`src/rtl/mem_arbiter_pkg.sv`:
```
// mem_arbiter_pkg: shared state/owner encodings and defaults for the memory arbiter.
package mem_arbiter_pkg;
  typedef enum logic [1:0] {
    ARB_IDLE = 2'd0,
    ARB_BUSY = 2'd1,
    ARB_DONE = 2'd2
  } arb_state_e;
  typedef enum logic {
    ARB_IC = 1'b0,
    ARB_DC = 1'b1
  } arb_owner_e;
  localparam int LINE_WORDS_DEF = 4;
  localparam int ADDR_W_DEF = 32;
  localparam int DATA_W_DEF = 32;
endpackage

```
`src/rtl/mem_arb_rr2.sv`:
```
// mem_arb_rr2: two-way round-robin picker; a tie goes to whoever was not granted last.
module mem_arb_rr2
  import mem_arbiter_pkg::*;
(
  input  logic [1:0] i_req,
  input  arb_owner_e i_last,
  output logic       o_valid,
  output arb_owner_e o_grant
);
  assign o_valid = |i_req;
  assign o_grant = (&i_req) ? ((i_last == ARB_IC) ? ARB_DC : ARB_IC)
                            : (i_req[1] ? ARB_DC : ARB_IC);
endmodule

```
`src/rtl/mem_arbiter.sv`:
```
// mem_arbiter: shares one word-wide memory port between icache fills and dcache fills/write-backs,
// running each grant as a full line burst.
module mem_arbiter
  import mem_arbiter_pkg::*;
#(
  parameter int LINE_WORDS = LINE_WORDS_DEF,
  parameter int ADDR_W     = ADDR_W_DEF,
  parameter int DATA_W     = DATA_W_DEF
) (
  input  logic                          clock,
  input  logic                          reset,
  input  logic                          ic_req,
  input  logic [ADDR_W-1:0]             ic_addr,
  output logic                          ic_rvalid,
  output logic                          ic_done,
  input  logic                          dc_req,
  input  logic                          dc_we,
  input  logic [ADDR_W-1:0]             dc_addr,
  input  logic [DATA_W-1:0]             dc_wdata,
  output logic                          dc_rvalid,
  output logic                          dc_done,
  output logic [$clog2(LINE_WORDS)-1:0] word_idx,
  output logic [$clog2(LINE_WORDS)-1:0] rword,
  output logic [DATA_W-1:0]             rdata,
  output logic                          busy,
  output logic                          mem_req,
  output logic                          mem_we,
  output logic [ADDR_W-1:0]             mem_addr,
  output logic [DATA_W-1:0]             mem_wdata,
  input  logic [DATA_W-1:0]             mem_rdata,
  input  logic                          mem_ack
);
  localparam int OFF = $clog2(LINE_WORDS);
  localparam int LSB = OFF + 2;
  arb_state_e        r_state, w_next;
  arb_owner_e        r_owner, r_last, w_grant;
  logic              r_we, r_ic_rvalid, r_dc_rvalid;
  logic              w_valid, w_ack, w_last_ack, w_start;
  logic [OFF-1:0]    r_cnt, r_rword;
  logic [ADDR_W-1:0] r_base, w_addr;
  logic [DATA_W-1:0] r_rdata;
  mem_arb_rr2 u_rr (
    .i_req   ({dc_req, ic_req}),
    .i_last  (r_last),
    .o_valid (w_valid),
    .o_grant (w_grant)
  );
  assign w_addr     = (w_grant == ARB_DC) ? dc_addr : ic_addr;
  assign w_start    = (r_state == ARB_IDLE) && w_valid;
  assign w_ack      = (r_state == ARB_BUSY) && mem_ack;
  assign w_last_ack = w_ack && (r_cnt == OFF'(LINE_WORDS - 1));
  always_comb begin
    w_next = (r_state == ARB_IDLE) ? (w_valid ? ARB_BUSY : ARB_IDLE)
           : (r_state == ARB_DONE) ? ARB_IDLE
           : (w_last_ack ? ARB_DONE : ARB_BUSY);
  end
  always_ff @(posedge clock) begin
    if (!reset) r_state <= ARB_IDLE;
    else        r_state <= w_next;
  end
  // Grant-time latches; nothing about the requester is resampled until IDLE again.
  always_ff @(posedge clock) begin
    if (!reset) begin
      r_owner     <= ARB_IC;
      r_last      <= ARB_IC;
      r_we        <= 1'b0;
      r_base      <= '0;
      r_cnt       <= '0;
      r_rword     <= '0;
      r_rdata     <= '0;
      r_ic_rvalid <= 1'b0;
      r_dc_rvalid <= 1'b0;
    end else begin
      r_ic_rvalid <= w_ack && !r_we && (r_owner == ARB_IC);
      r_dc_rvalid <= w_ack && !r_we && (r_owner == ARB_DC);
      if (w_start) begin
        r_owner <= w_grant;
        r_last  <= w_grant;
        r_we    <= (w_grant == ARB_DC) && dc_we;
        r_base  <= w_addr & ~ADDR_W'((1 << LSB) - 1);
        r_cnt   <= '0;
      end
      if (w_ack) begin
        r_rdata <= mem_rdata;
        r_rword <= r_cnt;
        r_cnt   <= r_cnt + 1'b1;
      end
    end
  end
  assign busy      = r_state != ARB_IDLE;
  assign mem_req   = r_state == ARB_BUSY;
  assign mem_we    = mem_req && r_we;
  assign mem_addr  = mem_req ? (r_base | (ADDR_W'(r_cnt) << 2)) : '0;
  assign mem_wdata = mem_we ? dc_wdata : '0;
  assign word_idx  = r_cnt;
  assign rword     = r_rword;
  assign rdata     = r_rdata;
  assign ic_rvalid = r_ic_rvalid;
  assign dc_rvalid = r_dc_rvalid;
  assign ic_done   = (r_state == ARB_DONE) && (r_owner == ARB_IC);
  assign dc_done   = (r_state == ARB_DONE) && (r_owner == ARB_DC);
endmodule

```
`config.mk`:
```
export PLATFORM = sky130hd
export DESIGN_NAME = mem_arbiter
export DESIGN_NICKNAME = d
export VERILOG_FILES = /design/src/rtl/mem_arbiter_pkg.sv /design/src/rtl/mem_arb_rr2.sv /design/src/rtl/mem_arbiter.sv
export SDC_FILE = /design/constraint.sdc
export NUM_CORES = 1
export LEC_CHECK = 0
export ABC_AREA = 0
export CORE_MARGIN = 2
export CORE_UTILIZATION = 39
export CTS_BUF_LIST = sky130_fd_sc_hd__clkbuf_8
export CTS_CLUSTER_DIAMETER = 80
export DETAILED_ROUTE_END_ITERATION = 16
export PLACE_DENSITY_LB_ADDON = 0.25
export SYNTH_ARGS = -nofsm -noshare
export SYNTH_HDL_FRONTEND = slang
export SYNTH_HIERARCHICAL = 1
export SYNTH_SLANG_ARGS = --single-unit
```
`constraint.sdc`:
```
create_clock -name clock -period 2.1 [get_ports clock]
set_input_delay 0.21 -clock clock [delete_from_list [all_inputs] [get_ports clock]]
set_output_delay 0.21 -clock clock [all_outputs]
set_load 0.01 [all_outputs]
```
==> metrics.yaml, run 1 <==
logic_synthesis:
  synthArstFlopShare_pct: 0
  syn_area_mm2: 0.00338
  synth_area_leaders: "dfxtp_1 41%, nand2_1 11%, mux2i_1 8.6%, o211a_1 8.3%, a21boi_0 7.6%"
  yosysTopAreaCell: "dfxtp_1"
  syn_area_per_cell_um2: 8.76
  seq_area_frac_synth_pct: 41.5
  synth_top_cell_area_share_pct: 41.5
  synth_cells: 386
  yosysUniqueCellTypes: 30
  yosys_most_used_dff: "dfxtp_1"
  synth_seq_cells: 70
  yosysWarnings: 6
  synth-edff-count: 0
placed_design:
  place_congestion: 0.784
  port_buffers: 230
  dp_cells: 697
  hpwl_mm: 8.08
clock_tree:
  clk_latency_ns: 0.33
  clk_pin_slew_worst_paths_ns: 0.07
  ctsRootBufferMaster: "clkbuf_8"
  cts-htree-levels: 3
  cts_buffers: 9
  hold_buffers: 0
  cts_sinks: 70
  clk_path_buf_depth: 2
  cts_tree: "yes"
routing:
  drtAntennaViolNets: 0
  first_iter_violations: 99
  post_drt_wl_per_cell_um: 14.9
  drc: 0
  dr.pass1.iters: 4
  via_count: 3447
  vias_per_cell: 4.83
  finalWirelength_mm: 10.6
floorplanning:
  rows: 33
  dieArea_mm2: 0.00943
  die_w_um: 97.1
  pin_count: 241
  die_h_um: 97.1
  coreArea_mm2: 0.00830
  start_util_pct: 40.7
grt:
  grt_pass1_vias: 3482
  gr-usage-all-layers_pct: 22.1
  grt_pass1_wl_mm: 17.0
  grt_overflow: 0
  grt_max_degree: 39
  antenna_found_initial: 0
timing:
  drv_slew: 0
  finClkSkew_ns: 0.00793
  fmax_mhz: 494
  finalCritPeriodShare_pct: 96.5
  hold_viol_final: 0
  setup_violations: 0
  finalSetupTns_ns: 0
  rsz0062_at_grt: "no"
  finalCriticalPeriod_ns: 2.03
worst_hold_path:
  hp-start: "reset"
  holdPathEnd: "r_we$_SDFFE_PN0P_"
  holdPathStages: 2
  min_path_type: "input port to flop"
critical_path:
  cp.required_ns: 1.89
  start_kind: "flop"
  cpMaxStageDelayCell: "clkdlybuf4s50_1"
  rrSetupSlack_ns: 0.62
  crit_type: "flop to output port"
  critical_path_depth: 4
  r2r_end: "r_base[14]$_SDFFE_PN0P_"
  crit_fanout: 38
  critPathMaxStageDelay_ns: 0.57
  r2r_cells: 5
  worstSetupEndpointType: "output port"
  cp_num_buf_inv: 2
  crit_chain: "nor2b_4 > buf_12 > and3_1 > clkdlybuf4s50_1"
  cp-startpoint: "r_state[0]$_SDFF_PN0_"
  cpLargestDelayFamily: "buffers and inverters"
  arrival_ns: 1.82
  timing.rr.start: "r_state[1]$_SDFF_PP0_"
power_and_ir_drop:
  pwr_density_cell_mw_per_mm2: 583
  vdd_ir_drop_max_mv: 0.326
  leakage_uw: 0.00267
cells_and_area:
  layout.nets: 738
  area_growth_pct: 77.8
  drive_above_1_share_pct: 5.76
  antenna_cells: 0
  fin_cells: 713
flow_run:
  maxCapViolCount: 0
outcome:
  status: "finished clean"
## layout make-up
type / count / area, um2
Timing Repair Buffer: 244 / 2450
Fill cell: 634 / 2290
Multi-Input combinational cell: 278 / 1800
Sequential cell: 70 / 1400
Clock buffer: 11 / 151
Tap cell: 105 / 131
Clock inverter: 5 / 81.3
## Yosys cell counts, types with 2 or more instances
library cell and count:
nand2_1 98, dfxtp_1 70, a21boi_0 34, and3_1 34
and2_1 31, mux2i_1 29, o211a_1 28, clkbuf_1 17
buf_2 13, buf_4 5, buf_6 3, nor2b_1 3
and3b_1 2, nor3b_1 2, o21a_1 2
## flip-flops by register name (all words and copies together), names as in the netlist
register	flops
dc_rvalid	1
r_base	28
rword	2
r_state	2
rdata	32
ic_rvalid	1
r_last	1
word_idx	2
r_we	1
## worst max path at each step
stage,endpoint,slack (ns)
3_3_place_gp,r_base[10]$_SDFFE_PN0P_,0.28
6_report,mem_wdata[17],0.07
3_5_place_dp,r_base[31]$_SDFFE_PN0P_,0.26
4_1_cts,mem_addr[7],0.02
5_1_grt,mem_wdata[17],0.004
2_1_floorplan,mem_wdata[0],0.74
## metrics by stage
step                area [um2]  total power, uW  utilization, %  hold WS [ns]  worst slack, ns
finish                    6010             3500            72.4         0.281           0.0740
global route              6010             3670            72.4         0.282          0.00380
CTS                       5990             3540            72.2         0.265           0.0153
detailed placement        5760             2290            69.4         0.445            0.260
global placement          5760             2270            69.4         0.429            0.277
floorplan                 3380             1840               -         0.355            0.741
## power breakdown
group          leakage (uW)  switching (uW)  internal, uW
Sequential         0.000575            45.2          1420
Combinational       0.00197             314           490
Clock              0.000121             499           736
## cell families (layout without fill, tap and decap cells)
logic type      Yosys count  count (layout)  synth area share, %
flops                    70              70                 41.5
other cells               1               2                0.111
fa+ha+maj                 1               1                0.370
mux                      29              29                 8.59
buf+inv                  39             260                 6.07
simple gates            178             178                 26.4
compound gates           68              68                 17.0
## cell usage in the layout (no fill, tap or decap), types with 2 or more instances in the layout
cell	count
buf_4	10
a21boi_0	34
clkdlybuf4s50_1	229
bufinv_16	2
nor2b_1	2
buf_12	3
and3b_1	2
dfxtp_1	70
nor3b_1	2
clkbuf_8	11
and3_1	34
conb_1	2
nand2_1	98
o21a_1	2
mux2i_1	29
and2_1	31
o211a_1	28
## repair_timing
action                     in CTS  in global routing
resized for setup               1                  4
setup endpoints to repair      28                 28
setup buffers                   0                  0
## routing by layer
layer  vias to the layer above  global-route usage [%]  part of all wire [%]
met3                        13                    7.34                   9.0
met5                         -                       0                     0
met2                       142                    37.0                    49
met1                      1562                    26.7                    41
met4                         0                    6.93                   1.5
li1                       1730                       -                     -
(Power assumes the default switching activity.)
==> run 2: changes to the inputs <==
--- a/config.mk
+++ b/config.mk
@@ -5,13 +5,14 @@
 export SDC_FILE = /design/constraint.sdc
 export NUM_CORES = 1
 export LEC_CHECK = 0
-export ABC_AREA = 0
 export CORE_MARGIN = 2
 export CORE_UTILIZATION = 39
 export CTS_BUF_LIST = sky130_fd_sc_hd__clkbuf_8
 export CTS_CLUSTER_DIAMETER = 80
 export DETAILED_ROUTE_END_ITERATION = 16
 export PLACE_DENSITY_LB_ADDON = 0.25
+export SKIP_CTS_REPAIR_TIMING = 1
+export SLEW_MARGIN = 20
 export SYNTH_ARGS = -nofsm -noshare
 export SYNTH_HDL_FRONTEND = slang
 export SYNTH_HIERARCHICAL = 1
==> run 2 against run 1 <==
Against the previous run: count of clock-buffer cells in the layout unchanged; register-to-register slack about the same; sequential share of layout area about the same; setup slack improved by 0.0093 ns; global-route usage unchanged; flip-flop and latch count unchanged; combinational power about the same; design area about the same.
==> metrics.yaml, run 2 (synthesized netlist as in run 1, its figures left out) <==
outcome:
  status: "finished clean"  # unchanged
routing:
  vias_per_cell: 4.82  # was 4.83
  post_drt_wl_per_cell_um: 14.9  # about the same
  dr.pass1.iters: 4  # unchanged
  via_count: 3435  # was 3447
  finalWirelength_mm: 10.7  # was 10.6 mm
  first_iter_violations: 102  # was 99
  drtAntennaViolNets: 0  # unchanged
  drc: 0  # unchanged
power_and_ir_drop:
  p_comb_share_pct: 22.9  # about the same
  p_total_uw: 3500  # about the same
  pwr_density_cell_mw_per_mm2: 583  # about the same
  leakage_uw: 0.00267  # about the same
  p_int_uw: 2640  # was 2650 uW
  power_frac_seq_pct: 41.8  # about the same
  swShare_pct: 24.5  # about the same
  power.share.clock_pct: 35.3  # about the same
  switchingPower_uw: 858  # about the same
  vdd_ir_drop_max_mv: 0.324  # was 0.326 mV
critical_path:
  crit_type: "flop to output port"  # unchanged
  crit_fanout: 26  # was 38
  r2r_end: "r_base[14]$_SDFFE_PN0P_"  # unchanged
  crit_chain: "nor2b_4 > buf_6 > and2_1 > clkdlybuf4s50_1"  # was nor2b_4 > buf_12 > and3_1 > clkdlybuf4s50_1
  critPathMaxStageDelay_ns: 0.58  # was 0.57 ns
  cp.required_ns: 1.89  # about the same
  rrSetupSlack_ns: 0.62  # about the same
  r2r_cells: 5  # unchanged
  cpMaxStageDelayCell: "clkdlybuf4s50_1"  # unchanged
  worstSetupEndpointType: "output port"  # unchanged
  arrival_ns: 1.81  # was 1.82 ns
  start_kind: "flop"  # unchanged
  timing.rr.start: "r_state[1]$_SDFF_PP0_"  # unchanged
cells_and_area:
  multi_input_area_mm2: 0.00180  # unchanged
  fillerInstances: 634  # unchanged
  antenna_cells: 0  # unchanged
  drive_above_1_share_pct: 5.76  # unchanged
  mostFrequentLayoutCell: "clkdlybuf4s50_1"  # unchanged
  final_util_pct: 72.4  # about the same
  layout.nets: 738  # unchanged
  area_growth_pct: 77.7  # was 77.8%
  mostFrequentLayoutCells: "229 x clkdlybuf4s50_1, 98 x nand2_1, 70 x dfxtp_1"  # unchanged
  regArea_mm2: 0.00140  # unchanged
  largest_reg_flops: 32  # unchanged
floorplanning:
  coreArea_mm2: 0.00830  # unchanged
  die_w_um: 97.1  # unchanged
  rows: 33  # unchanged
  dieArea_mm2: 0.00943  # unchanged
  pin_count: 241  # unchanged
  start_util_pct: 40.7  # unchanged
  die_h_um: 97.1  # unchanged
grt:
  grt_max_degree: 39  # unchanged
  grt_pass1_vias: 3482  # unchanged
  gr-usage-all-layers_pct: 22.1  # unchanged
  grt_pass1_wl_mm: 17.0  # unchanged
  grt_overflow: 0  # unchanged
  antenna_found_initial: 0  # unchanged
clock_tree:
  cts-htree-levels: 3  # unchanged
  cts_tree: "yes"  # unchanged
  clk_pin_slew_worst_paths_ns: 0.07  # about the same
  cts_sinks: 70  # unchanged
  ctsRootBufferMaster: "clkbuf_8"  # unchanged
  clk_path_buf_depth: 2  # unchanged
  cts_buffers: 9  # unchanged
  clk_latency_ns: 0.33  # about the same
timing:
  drv_slew: 0  # unchanged
  setup_violations: 0  # unchanged
  finalCritPeriodShare_pct: 96.0  # was 96.5%
  finalCriticalPeriod_ns: 2.02  # was 2.03 ns
  finClkSkew_ns: 0.00801  # was 0.00793 ns
  fmax_mhz: 496  # was 494 MHz
  rsz0062_at_grt: "yes"  # was no
  hold_viol_final: 0  # unchanged
worst_hold_path:
  holdPathStages: 2  # unchanged
  holdPathEnd: "r_we$_SDFFE_PN0P_"  # unchanged
  hp-start: "reset"  # unchanged
  min_path_type: "input port to flop"  # unchanged
placed_design:
  port_buffers: 230  # unchanged
  hpwl_mm: 8.08  # unchanged
  place_congestion: 0.784  # unchanged
flow_run:
  maxCapViolCount: 0  # unchanged
==> run 2: cell count changes in the layout (fill, tap and decap cells not counted) <==
cell | previous run | this run
buf_6 | 0 | 1
buf_8 | 1 | 0
==> run 2: critical path, delay by kind of cell (launching register included) <==
| kind | cells | cell delay [ns] |
|---|---|---|
| and+or+nand+nor | 2 | 0.35 |
| DFF | 1 | 0.34 |
| buffers and inverters | 2 | 0.79 |
==> run 2: worst max path at each step <==
stage                                startpoint                 endpoint  slack, ns
after global routing      r_state[0]$_SDFF_PN0_              mem_addr[7]     0.0008
after detailed placement                 ic_req  r_base[31]$_SDFFE_PN0P_       0.26
final                     r_state[0]$_SDFF_PN0_              mem_addr[7]       0.08
after floorplan           r_state[0]$_SDFF_PN0_             mem_wdata[0]       0.74
after CTS                 r_state[0]$_SDFF_PN0_            mem_wdata[17]      -0.05
after global placement                   ic_req  r_base[10]$_SDFFE_PN0P_       0.28
==> run 2: routing by layer <==
| layer | GRT usage (%) | share of wire, % | up-vias |
|---|---|---|---|
| li1 | - | - | 1727 |
| met1 | 26.7 | 41 | 1557 |
| met2 | 37.0 | 48 | 138 |
| met3 | 7.34 | 8.8 | 13 |
| met4 | 6.93 | 1.5 | 0 |
| met5 | 0 | 0 | - |
==> run 2: cell type report <==
class	count	share of cell area, %
Timing Repair Buffer	244	40.7
Multi-Input combinational cell	278	29.9
Tap cell	105	2.19
Clock inverter	5	1.35
Sequential cell	70	23.3
Clock buffer	11	2.52
==> run 2: metrics by stage <==
stage | TNS (ns) | cell area, um2 | cells | hold slack (ns) | setup WS (ns)
global placement | 0 | 5760 | 697 | 0.429 | 0.277
detailed placement | 0 | 5760 | 697 | 0.445 | 0.260
finish | 0 | 6000 | 713 | 0.279 | 0.0833
CTS | -0.345 | 5990 | 713 | 0.265 | -0.0505
floorplan | 0 | 3380 | 387 | 0.355 | 0.741
global route | 0 | 6000 | 713 | 0.282 | 0.000821
==> run 2: power groups by stage <==
| stage | Sequential (uW) | Clock (uW) | Combinational (uW) |
|---|---|---|---|
| 2_1_floorplan | 1500 | 0 | 340 |
| 3_3_place_gp | 1490 | 0 | 779 |
| 3_5_place_dp | 1490 | 0 | 799 |
| 4_1_cts | 1460 | 1270 | 803 |
| 5_1_grt | 1470 | 1320 | 869 |
| 6_report | 1460 | 1240 | 802 |
